File: src/rtl/adc_capture_pkg.sv
// Shared types and default timing for the serial ADC capture front-end.
package adc_capture_pkg;

    // Frame sequencer states.
    typedef enum logic [2:0] {
        StIdle  = 3'd0,
        StSetup = 3'd1,
        StShift = 3'd2,
        StDone  = 3'd3,
        StQuiet = 3'd4
    } state_e;

    // Default timing, in clk cycles.
    localparam int unsigned DEFAULT_CLK_DIV  = 4;
    localparam int unsigned DEFAULT_CS_SETUP = 2;
    localparam int unsigned DEFAULT_CS_HOLD  = 4;

    // Number of samples in the running mean (optional averaging build).
    localparam int unsigned AVG_DEPTH = 4;

endpackage

File: src/rtl/adc_sclk_gen.sv
// ADC serial clock generator: CLK_DIV-cycle high phase followed by a CLK_DIV-cycle
// low phase, repeating while enabled. 'enable' is the next-cycle enable so that adclk
// can be registered and is high in the very first enabled cycle.
module adc_sclk_gen
    import adc_capture_pkg::*;
#(
    parameter int unsigned CLK_DIV = DEFAULT_CLK_DIV
) (
    input  logic clk,
    input  logic rst,
    input  logic enable,
    output logic adclk,
    output logic rise_tick,
    output logic fall_tick
);

    localparam logic [7:0] DivLast = 8'(CLK_DIV - 1);

    logic       en_q;
    logic [7:0] div_q, div_d;
    logic       low_q, low_d;     // 0: high phase, 1: low phase
    logic       adclk_q, adclk_d;
    logic       phase_end;

    // Divider and phase sequencing; phase restarts high whenever the clock is idle.
    always_comb begin
        div_d     = div_q;
        low_d     = low_q;
        phase_end = en_q && (div_q == DivLast);
        if (!en_q) begin
            div_d = '0;
            low_d = 1'b0;
        end else if (phase_end) begin
            div_d = '0;
            low_d = ~low_q;
        end else begin
            div_d = div_q + 8'd1;
        end
        adclk_d = enable && !low_d;
    end

    assign fall_tick = phase_end && !low_q;  // last cycle of high phase: sample strobe
    assign rise_tick = phase_end && low_q;   // last cycle of low phase: bit boundary
    assign adclk     = adclk_q;

    // Divider state and registered (glitch-free) serial clock.
    always_ff @(posedge clk or posedge rst) begin
        if (rst) begin
            en_q    <= 1'b0;
            div_q   <= '0;
            low_q   <= 1'b0;
            adclk_q <= 1'b0;
        end else begin
            en_q    <= enable;
            div_q   <= div_d;
            low_q   <= low_d;
            adclk_q <= adclk_d;
        end
    end

endmodule

File: src/rtl/adc_serial_capture.sv
// Serial ADC capture: frames one conversion per start pulse (cs_n, adclk), shifts
// ad_in in MSB-first and presents the word with a one-cycle data_valid strobe.
// Optional build macro ADC_CAPTURE_AVG_EN: data becomes the mean of the last
// AVG_DEPTH captured samples instead of the raw sample.
module adc_serial_capture
    import adc_capture_pkg::*;
#(
    parameter int unsigned DATA_W    = 16,
    parameter int unsigned LEAD_BITS = 0,
    parameter int unsigned CLK_DIV   = DEFAULT_CLK_DIV,
    parameter int unsigned CS_SETUP  = DEFAULT_CS_SETUP,
    parameter int unsigned CS_HOLD   = DEFAULT_CS_HOLD
) (
    input  logic              clk,
    input  logic              rst,
    input  logic              start,
    input  logic              ad_in,
    output logic              adclk,
    output logic              cs_n,
    output logic [DATA_W-1:0] data,
    output logic              data_valid,
    output logic              busy,
    output logic              overrun
);

    localparam int unsigned        NBITS     = LEAD_BITS + DATA_W;
    localparam int unsigned        BitCntW   = $clog2(NBITS + 1);
    localparam logic [BitCntW-1:0] BitLast   = BitCntW'(NBITS);
    localparam logic [7:0]         SetupLast = 8'(CS_SETUP - 1);
    // The DONE cycle counts toward the hold time, so QUIET lasts CS_HOLD-1 cycles.
    localparam bit                 HasQuiet  = (CS_HOLD > 1);
    localparam logic [7:0]         QuietLast = HasQuiet ? 8'(CS_HOLD - 2) : 8'd0;

    state_e              state_q, state_d;
    logic [7:0]          cnt_q, cnt_d;
    logic [BitCntW-1:0]  bit_cnt_q, bit_cnt_d;
    logic [DATA_W-1:0]   shift_q, shift_d;
    logic [DATA_W-1:0]   data_q, data_d;
    logic [DATA_W-1:0]   result;
    logic                data_valid_q;
    logic                cs_n_q, cs_n_d;
    logic                frame_end;
    logic                shift_en;
    logic                rise_tick, fall_tick;

    adc_sclk_gen #(
        .CLK_DIV (CLK_DIV)
    ) u_sclk_gen (
        .clk       (clk),
        .rst       (rst),
        .enable    (shift_en),
        .adclk     (adclk),
        .rise_tick (rise_tick),
        .fall_tick (fall_tick)
    );

    // Frame sequencing, counters and shift register next-state.
    always_comb begin
        state_d   = state_q;
        cnt_d     = cnt_q;
        bit_cnt_d = bit_cnt_q;
        shift_d   = shift_q;
        frame_end = 1'b0;
        unique case (state_q)
            StIdle: begin
                if (start) begin
                    state_d = StSetup;
                    cnt_d   = '0;
                end
            end
            StSetup: begin
                if (cnt_q == SetupLast) begin
                    state_d   = StShift;
                    cnt_d     = '0;
                    bit_cnt_d = '0;
                end else begin
                    cnt_d = cnt_q + 8'd1;
                end
            end
            StShift: begin
                // Leading bits fall off the top of the register once the data bits arrive.
                if (fall_tick) begin
                    shift_d   = {shift_q[DATA_W-2:0], ad_in};
                    bit_cnt_d = bit_cnt_q + BitCntW'(1);
                end
                // Frame closes at the end of the last bit's low phase.
                if (rise_tick && (bit_cnt_q == BitLast)) begin
                    frame_end = 1'b1;
                    state_d   = StDone;
                end
            end
            StDone: begin
                cnt_d = '0;
                if (HasQuiet) begin
                    state_d = StQuiet;
                end else begin
                    state_d = StIdle;
                end
            end
            StQuiet: begin
                if (cnt_q == QuietLast) begin
                    state_d = StIdle;
                    cnt_d   = '0;
                end else begin
                    cnt_d = cnt_q + 8'd1;
                end
            end
            default: state_d = StIdle;
        endcase
        shift_en = (state_d == StShift);
        cs_n_d   = !((state_d == StSetup) || (state_d == StShift));
        data_d   = frame_end ? result : data_q;
    end

`ifdef ADC_CAPTURE_AVG_EN
    // Previous AVG_DEPTH-1 raw samples; the current sample completes the window.
    logic [DATA_W-1:0] hist_q [AVG_DEPTH-1];
    logic [DATA_W+1:0] sum;

    // Mean of the current sample and history; accumulator sized for AVG_DEPTH = 4.
    always_comb begin
        sum = {2'b00, shift_q};
        for (int i = 0; i < int'(AVG_DEPTH) - 1; i++) begin
            sum = sum + {2'b00, hist_q[i]};
        end
        result = sum[DATA_W+1:2];
    end

    // History shifts once per completed frame.
    always_ff @(posedge clk or posedge rst) begin
        if (rst) begin
            for (int i = 0; i < int'(AVG_DEPTH) - 1; i++) begin
                hist_q[i] <= '0;
            end
        end else if (frame_end) begin
            hist_q[0] <= shift_q;
            for (int i = 1; i < int'(AVG_DEPTH) - 1; i++) begin
                hist_q[i] <= hist_q[i-1];
            end
        end
    end
`else
    assign result = shift_q;
`endif

    // Sequencer state and output registers; reset aborts any frame in progress.
    always_ff @(posedge clk or posedge rst) begin
        if (rst) begin
            state_q      <= StIdle;
            cnt_q        <= '0;
            bit_cnt_q    <= '0;
            shift_q      <= '0;
            data_q       <= '0;
            data_valid_q <= 1'b0;
            cs_n_q       <= 1'b1;
        end else begin
            state_q      <= state_d;
            cnt_q        <= cnt_d;
            bit_cnt_q    <= bit_cnt_d;
            shift_q      <= shift_d;
            data_q       <= data_d;
            data_valid_q <= frame_end;
            cs_n_q       <= cs_n_d;
        end
    end

    assign cs_n       = cs_n_q;
    assign data       = data_q;
    assign data_valid = data_valid_q;
    assign busy       = (state_q != StIdle);
    assign overrun    = start && busy;

endmodule

File: config.mk
export PLATFORM = sky130hd
export DESIGN_NAME = adc_serial_capture
export DESIGN_NICKNAME = d
export VERILOG_FILES = /design/src/rtl/adc_capture_pkg.sv /design/src/rtl/adc_sclk_gen.sv /design/src/rtl/adc_serial_capture.sv
export SDC_FILE = /design/constraint.sdc
export NUM_CORES = 1
export LEC_CHECK = 0
export ABC_CLOCK_PERIOD_IN_PS = 2850
export BUFFER_PORTS_ARGS = -buffer_cell sky130_fd_sc_hd__clkbuf_2
export CELL_PAD_IN_SITES_DETAIL_PLACEMENT = 1
export CELL_PAD_IN_SITES_GLOBAL_PLACEMENT = 1
export CORE_ASPECT_RATIO = 0.8
export CORE_MARGIN = 10
export CORE_UTILIZATION = 49
export CTS_BUF_LIST = sky130_fd_sc_hd__clkbuf_8
export CTS_CLUSTER_DIAMETER = 100
export DETAILED_ROUTE_END_ITERATION = 10
export PLACE_DENSITY_LB_ADDON = 0.1
export SYNTH_ARGS = -nofsm -noshare
export SYNTH_HDL_FRONTEND = slang
export SYNTH_SLANG_ARGS = --single-unit
File: constraint.sdc
create_clock -name clk -period 2.85 [get_ports clk]
set_input_delay 0.285 -clock clk [delete_from_list [all_inputs] [get_ports clk]]
set_output_delay 0.285 -clock clk [all_outputs]
set_load 0.05 [all_outputs]
==> results by group, run 1 <==
Clocking
  – H-tree level count: 3
  – CTS Root Cell: clkbuf_8
  – Worst-path clk slew: around 0.070 ns
  – CTS Hold Bufs: 1
  – Clock Sinks: between 60 and 70
  – Clk buf depth: 2
  – Clock Latency Late Sink: about 0.33 ns
  – Total CTS buffers: 9
  – Postcts setup bufs: 0
  – # resized after CTS: 0
  – CTS tree: built

Place
  – Dpl cells: 306
  – Placed instance area: between 2000 and 3000 sq um
  – IO buf count: 24
  – Post-DP HPWL: 3790 microns
  – RePlAce Congestion: between 0.7 and 0.8
  – Place WS: around 0.46 ns

Finish
  – ANT cells: 0
  – Finished Cell Area: roughly 3000 sq um
  – Most common cell after layout, fill and taps aside: dfrtp_1
  – Synth-to-layout area growth: 13.9%
  – Commonest cells after routing, fill and taps aside: 60 x dfrtp_1, 34 x mux2_2, 24 x clkbuf_2
  – Final std cells w/o fill: about 320
  – Filler Cells Inserted: between 500 and 600
  – Layout cells sized above 1: 0.337
  – Nets: 265

Worst setup path
  – Startpoint Class: flip-flop
  – Worst path arrival time: ~2.6 ns
  – CP Max Fanout: 23
  – Worst Path Required: between 3 and 4 ns
  – Setup crit end kind: flip-flop
  – Kind of critical path: flip-flop to flip-flop

Die
  – Core Region: between 5000 and 6000 sq um
  – IO Count: 25
  – Die area: ~8900 sq um
  – Initial Util: 0.501
  – Row count: 24
  – Die Y: around 86 microns
  – Die width: roughly 100 microns

STA
  – Fin crit share: 0.849
  – Setup TNS: 0 ns
  – Crit path time final: 2.42 ns
  – Actual slew at the worst max-slew pin: around 0.56 ns
  – F_max: slightly above 400 MHz
  – Hold Slack: 0.186 ns
  – Skew final: 0.00722 ns
  – Final Hold Vio Count: 0
  – Worst setup margin: roughly 0.43 ns
  – Rel. slew slack: 0.623
  – RSZ-0062 raised after global routing: no
  – Final setup viols: 0
  – Slew Limit Fails: 0

Hold path
  – Tightest Hold Check Type: primary input to flip-flop

Global route
  – Vias in the first global route: ~1900
  – First-pass GRT wire length: slightly above 9000 microns
  – GRT Total Usage: 0.129
  – Grt ovf: 0
  – Pin count of the biggest net entering global routing: 28
  – Initial antenna violation count: 0

Route
  – DRC Markers: 0
  – Antenna-violating nets left: 0
  – Vias: 1731
  – Number of vias per cell: roughly 5.4
  – Post-Route WL: 5330 microns
  – First-pass detailed-route iteration total: 4
  – 1st-iter DRT viols: 38
  – Drt wl/cell: between 15 and 20 microns

Yosys
  – Syn Area/Cell: roughly 12 sq um
  – Post-Syn Nets: 233
  – Post-synthesis sequential area ratio: 0.568
  – Cells after Synth: between 200 and 250
  – Synth cell types: 37
  – Post-synthesis sequential element count: 61
  – Ys Warns: 0
  – Post-synth EDFFs: 0
  – Ys async rst share: 1.00
  – Mapped Area: approximately 2700 sq um
  – Ys flop type: dfrtp_1

Power
  – P_leak: 1.53 nW
  – Power Density: 691 nW/um^2
  – Peak supply drop: about 280 uV

Job
  – Max cap viols: 0

Outcome
  – Status: complete, no violations
[state kept, by name, summed over array words and instances (netlist names)]
register and flops:
data 16, cnt_q 8, result 16, u_sclk_gen.en_q 1
u_sclk_gen.div_q 8, u_sclk_gen.low_q 1, cs_n 1, bit_cnt_q 5
state_q 3, data_valid 1, u_sclk_gen.adclk 1
[final cells by class]
type	instances	area, sq um	share of cell area
clock inverter	7	51.3	0.0167
timing repair buffer	29	160	0.0522
sequential	61	1530	0.498
inverter	9	33.8	0.0110
tap	65	81.3	0.0265
clock buffer	9	124	0.0404
multi-input combinational	143	1090	0.355
[layer usage]
metal / up-vias / track usage / part of all wire
met5: - / 0 / 0
met4: 0 / 0.0378 / 0.013
met3: 8 / 0.0477 / 0.033
met2: 19 / 0.211 / 0.49
met1: 871 / 0.156 / 0.46
li1: 833 / - / -
[critical path, stage by stage (launching register included)]
cell and delay (ns):
dfrtp_1 0.43, nor4_1 0.30, nand3_1 0.17, nor2_1 0.20, ha_1 0.17, and4bb_2 0.60
nand4_1 0.18, xor2_1 0.18, nor2_1 0.06
[Yosys cell counts (3+ instances only)]
| library cell | count | area, sq um |
|---|---|---|
| ha_1 | 8 | 100 |
| inv_1 | 9 | 33.8 |
| o21ai_0 | 6 | 30.0 |
| xor2_1 | 8 | 70.1 |
| or2_2 | 3 | 18.8 |
| nor2b_1 | 3 | 18.8 |
| nand2_1 | 11 | 41.3 |
| mux2_2 | 34 | 383 |
| dfrtp_1 | 60 | 1500 |
| nand4_1 | 5 | 31.3 |
| and3_1 | 3 | 18.8 |
| a21oi_1 | 6 | 30.0 |
| buf_2 | 6 | 30.0 |
| nor2_1 | 17 | 63.8 |
| or3_1 | 4 | 25.0 |
| nand3_1 | 10 | 50.1 |
[cells by family after synthesis]
group,Yosys count,synth area share
simple gates,70,0.146
mux,34,0.142
buf+inv,17,0.0279
xor+xnor,10,0.0325
compound gates,21,0.0470
flops,61,0.568
fa+ha+maj,8,0.0372
[metrics by stage]
step	utilization	total power, mW
after floorplan	-	1.36
after global placement	0.536	1.46
after detailed placement	0.536	1.47
after CTS	0.571	2.16
after global routing	0.571	2.25
final	0.571	2.12
[power by group]
group          total [mW]  switching (mW)  leakage [nW]  internal (mW)
clock               0.669           0.351        0.0856          0.317
sequential           1.01          0.0844         0.842          0.927
combinational       0.438           0.290         0.601          0.148
[path summary, 6_finish.rpt]
kind                                     startpoint            to  cells past startpoint  slack, ns
worst min register to register             data[11]      data[11]                      1       0.51
worst max-delay path            u_sclk_gen.div_q[2]  bit_cnt_q[4]                      8       0.43
min in group asynchronous                       rst      data[12]                      3       0.54
worst min-delay path                          ad_in     result[0]                      2       0.19
max in group asynchronous                       rst          cs_n                      4       1.59
worst max register to register  u_sclk_gen.div_q[2]  bit_cnt_q[4]                      8       0.43
Note: power is estimated with default switching activity, not from simulation.
==> run 2, diff against run 1 <==
--- a/config.mk
+++ b/config.mk
@@ -5,13 +5,14 @@
 export SDC_FILE = /design/constraint.sdc
 export NUM_CORES = 1
 export LEC_CHECK = 0
-export ABC_CLOCK_PERIOD_IN_PS = 2850
+export ABC_AREA = 1
+export ABC_CLOCK_PERIOD_IN_PS = 2200
 export BUFFER_PORTS_ARGS = -buffer_cell sky130_fd_sc_hd__clkbuf_2
 export CELL_PAD_IN_SITES_DETAIL_PLACEMENT = 1
 export CELL_PAD_IN_SITES_GLOBAL_PLACEMENT = 1
 export CORE_ASPECT_RATIO = 0.8
 export CORE_MARGIN = 10
-export CORE_UTILIZATION = 49
+export CORE_UTILIZATION = 42
 export CTS_BUF_LIST = sky130_fd_sc_hd__clkbuf_8
 export CTS_CLUSTER_DIAMETER = 100
 export DETAILED_ROUTE_END_ITERATION = 10
==> constraint.sdc (replaced) <==
create_clock -name clk -period 2.2 [get_ports clk]
set_input_delay 0.22 -clock clk [delete_from_list [all_inputs] [get_ports clk]]
set_output_delay 0.22 -clock clk [all_outputs]
set_load 0.05 [all_outputs]
==> results by group, run 2 <==
STA
  – RSZ-0062 raised after global routing: no
  – Crit path time final: 1.88 ns (-0.535 ns)
  – Slew Limit Fails: 0 (unchanged)
  – Hold Slack: 0.0937 ns (-0.0922 ns)
  – Actual slew at the worst max-slew pin: 0.381 ns (-0.184 ns)
  – Setup TNS: 0 ns (unchanged)
  – Skew final: 0.00960 ns (+0.00239 ns)
  – Final setup viols: 0 (unchanged)
  – Final Hold Vio Count: 0 (unchanged)
  – F_max: 531 MHz (+28%)
  – Rel. slew slack: 0.746 (+0.123)
  – Fin crit share: 0.856 (+0.00766)

Yosys
  – Post-synth EDFFs: 0 (unchanged)
  – Post-synthesis sequential element count: 61 (unchanged)
  – Ys Warns: 0 (unchanged)
  – Post-Syn Nets: 334 (+43%)
  – Area fraction of the dominant cell type after synthesis: 0.522 (-0.0361)
  – Cell with the most instances after synthesis: nand2_1
  – Mapped Area: 2880 sq um (+6.9%)
  – Synth cell types: 27 (-27%)
  – Ys async rst share: 1.00 (unchanged)
  – Post-synthesis sequential area ratio: 0.531 (-0.0368)
  – Commonest cells post-synth: 78 x nand2_1, 60 x dfrtp_1, 52 x inv_1
  – Cells after Synth: 322 (+46%)
  – Ys flop type: dfrtp_1
  – Most area-hungry cell type in the Yosys netlist: dfrtp_1
  – Synth top area cells: dfrtp_1 52%, nand2_1 10%, inv_1 6.8%
  – Syn Area/Cell: 8.94 sq um (-27%)

Route
  – 1st-iter DRT viols: 52 (+37%)
  – Antenna-violating nets left: 0 (unchanged)
  – Vias: 2103 (+21%)
  – Post-Route WL: 6270 microns (+18%)
  – Number of vias per cell: 4.73 (-12%)
  – Drt wl/cell: 14.1 microns (-15%)
  – DRC Markers: 0 (unchanged)
  – First-pass detailed-route iteration total: 4 (unchanged)

Hold path
  – Worst Hold Endpoint: result[0]
  – Tightest Hold Check Type: primary input to flip-flop
  – WHS Path Cells: 3 (+1)
  – Worst Hold Launch: ad_in

Die
  – Core Region: 6510 sq um (+21%)
  – IO Count: 25 (unchanged)
  – Die area: 10600 sq um (+19%)
  – Die Y: 94.0 microns (+9.0%)
  – Row count: 26 (+8.3%)
  – Die width: 113 microns (+9.4%)
  – Initial Util: 0.442 (-0.0584)

Clocking
  – Total CTS buffers: 9 (unchanged)
  – H-tree level count: 3 (unchanged)
  – Clock Latency Late Sink: 0.35 ns (+0.02 ns)
  – CTS tree: built
  – Clk buf depth: 2 (unchanged)
  – # resized after CTS: 0 (unchanged)
  – CTS Root Cell: clkbuf_8
  – Worst-path clk slew: 0.07 ns (about the same)
  – Clock Sinks: 61 (unchanged)

Global route
  – Pin count of the biggest net entering global routing: 62 (+120%)
  – Initial antenna violation count: 0 (unchanged)
  – GRT Total Usage: 0.128 (-0.000864)
  – Vias in the first global route: 2300 (+23%)
  – Grt ovf: 0 (unchanged)
  – First-pass GRT wire length: 11000 microns (+21%)

Worst setup path
  – Startpoint Class: flip-flop
  – Crit. Startpoint: u_sclk_gen.div_q[0]
  – Setup crit end kind: flip-flop
  – CP Max Fanout: 35 (+52%)
  – Worst Path Required: 2.44 ns (-0.62 ns)
  – R2r startpoint: u_sclk_gen.div_q[0]
  – R2R setup slack: 0.32 ns (-0.12 ns)
  – Worst path arrival time: 2.12 ns (-0.51 ns)
  – Register-to-Register Path Depth: 9 (+1)
  – Kind of critical path: flip-flop to flip-flop
  – Reg2reg end: bit_cnt_q[3]

Finish
  – Synth-to-layout area growth: 14.9%
  – FF+latch area: 1530 sq um (unchanged)
  – Nets: 368 (+39%)
  – ANT cells: 0 (unchanged)
  – Commonest cells after routing, fill and taps aside: 78 x nand2_1, 60 x dfrtp_1, 51 x inv_1
  – Filler Cells Inserted: 780 (+34%)
  – Finished Cell Area: 3310 sq um (+7.8%)
  – Layout cells sized above 1: 0.208 (-0.129)
  – Area of the multi-input gates: 1090 sq um (+0.12%)
  – Most common cell after layout, fill and taps aside: nand2_1

Place
  – Placed instance area: 3080 sq um (+6.9%)
  – Post-DP HPWL: 4340 microns (+15%)
  – RePlAce Congestion: 0.819 (+12%)
  – IO buf count: 24 (unchanged)

Outcome
  – Status: complete, no violations

Power
  – Power Density: 664 nW/um^2 (-3.8%)
  – Peak supply drop: 320 uV (+13%)
  – P_leak: 1.74 nW (+14%)

Job
  – Max cap viols: 0 (unchanged)
==> run 2: stage by stage <==
step	total power, mW	worst slack [ns]	util	std cells
final	2.20	0.316	0.508	445
after floorplan	1.18	0.469	-	322
after CTS	2.23	0.214	0.506	443
after global placement	1.20	0.312	0.474	426
after detailed placement	1.20	0.243	0.474	426
after global routing	2.28	0.109	0.508	445
==> run 2: worst max-delay path by stage <==
stage | cells past startpoint | to
after floorplan | 1 | bit_cnt_q[0]
after global placement | 10 | data[14]
after detailed placement | 10 | data[7]
after CTS | 10 | data[7]
after global routing | 9 | bit_cnt_q[3]
final | 9 | bit_cnt_q[3]
==> run 2: area by class of cell <==
class	instances	share of cell area
well taps	84	0.0318
clock buffers	9	0.0375
clock inverters	7	0.0227
flip-flops and latches	61	0.462
inverters	53	0.0602
multi-input cells	202	0.330
repair buffers	29	0.0560
==> run 2: timing repair <==
action,4_1_cts,5_1_grt
hold buffers,1,0
buffers inserted,0,2
hold endpoints to repair,60,0
setup endpoints to repair,0,1
==> run 2: cells by family after synthesis <==
| logic type | count (synthesis) | synth area share |
|---|---|---|
| simple gates | 142 | 0.219 |
| flops | 61 | 0.531 |
| buf+inv | 59 | 0.0904 |
| compound gates | 44 | 0.101 |
| xor+xnor | 8 | 0.0243 |
| fa+ha+maj | 8 | 0.0348 |
==> run 2: where the power goes <==
part	internal (mW)	switching, mW
Combinational	0.0111	0.0345
Clock	0.526	0.496
Sequential	1.13	0.00290
Total	1.66	0.533
==> run 2: per-layer routing <==
metal  track usage  wire length, microns  vias to the layer above
met1         0.167                  3220                     1005
met3        0.0568                   268                        6
li1              -                     -                     1068
met4        0.0380                    72                        0
met2         0.187                  2710                       24
met5             0                     0                        -
==> run 2: worst max-delay path, cell delays in order (launching register included) <==
cell and delay (ns):
dfrtp_1 0.37, ha_1 0.22, nand3_1 0.11, nor2_1 0.19
ha_1 0.23, nand2_4 0.23, inv_1 0.20, nand3_1 0.10
nand2_1 0.08, nor2_1 0.04
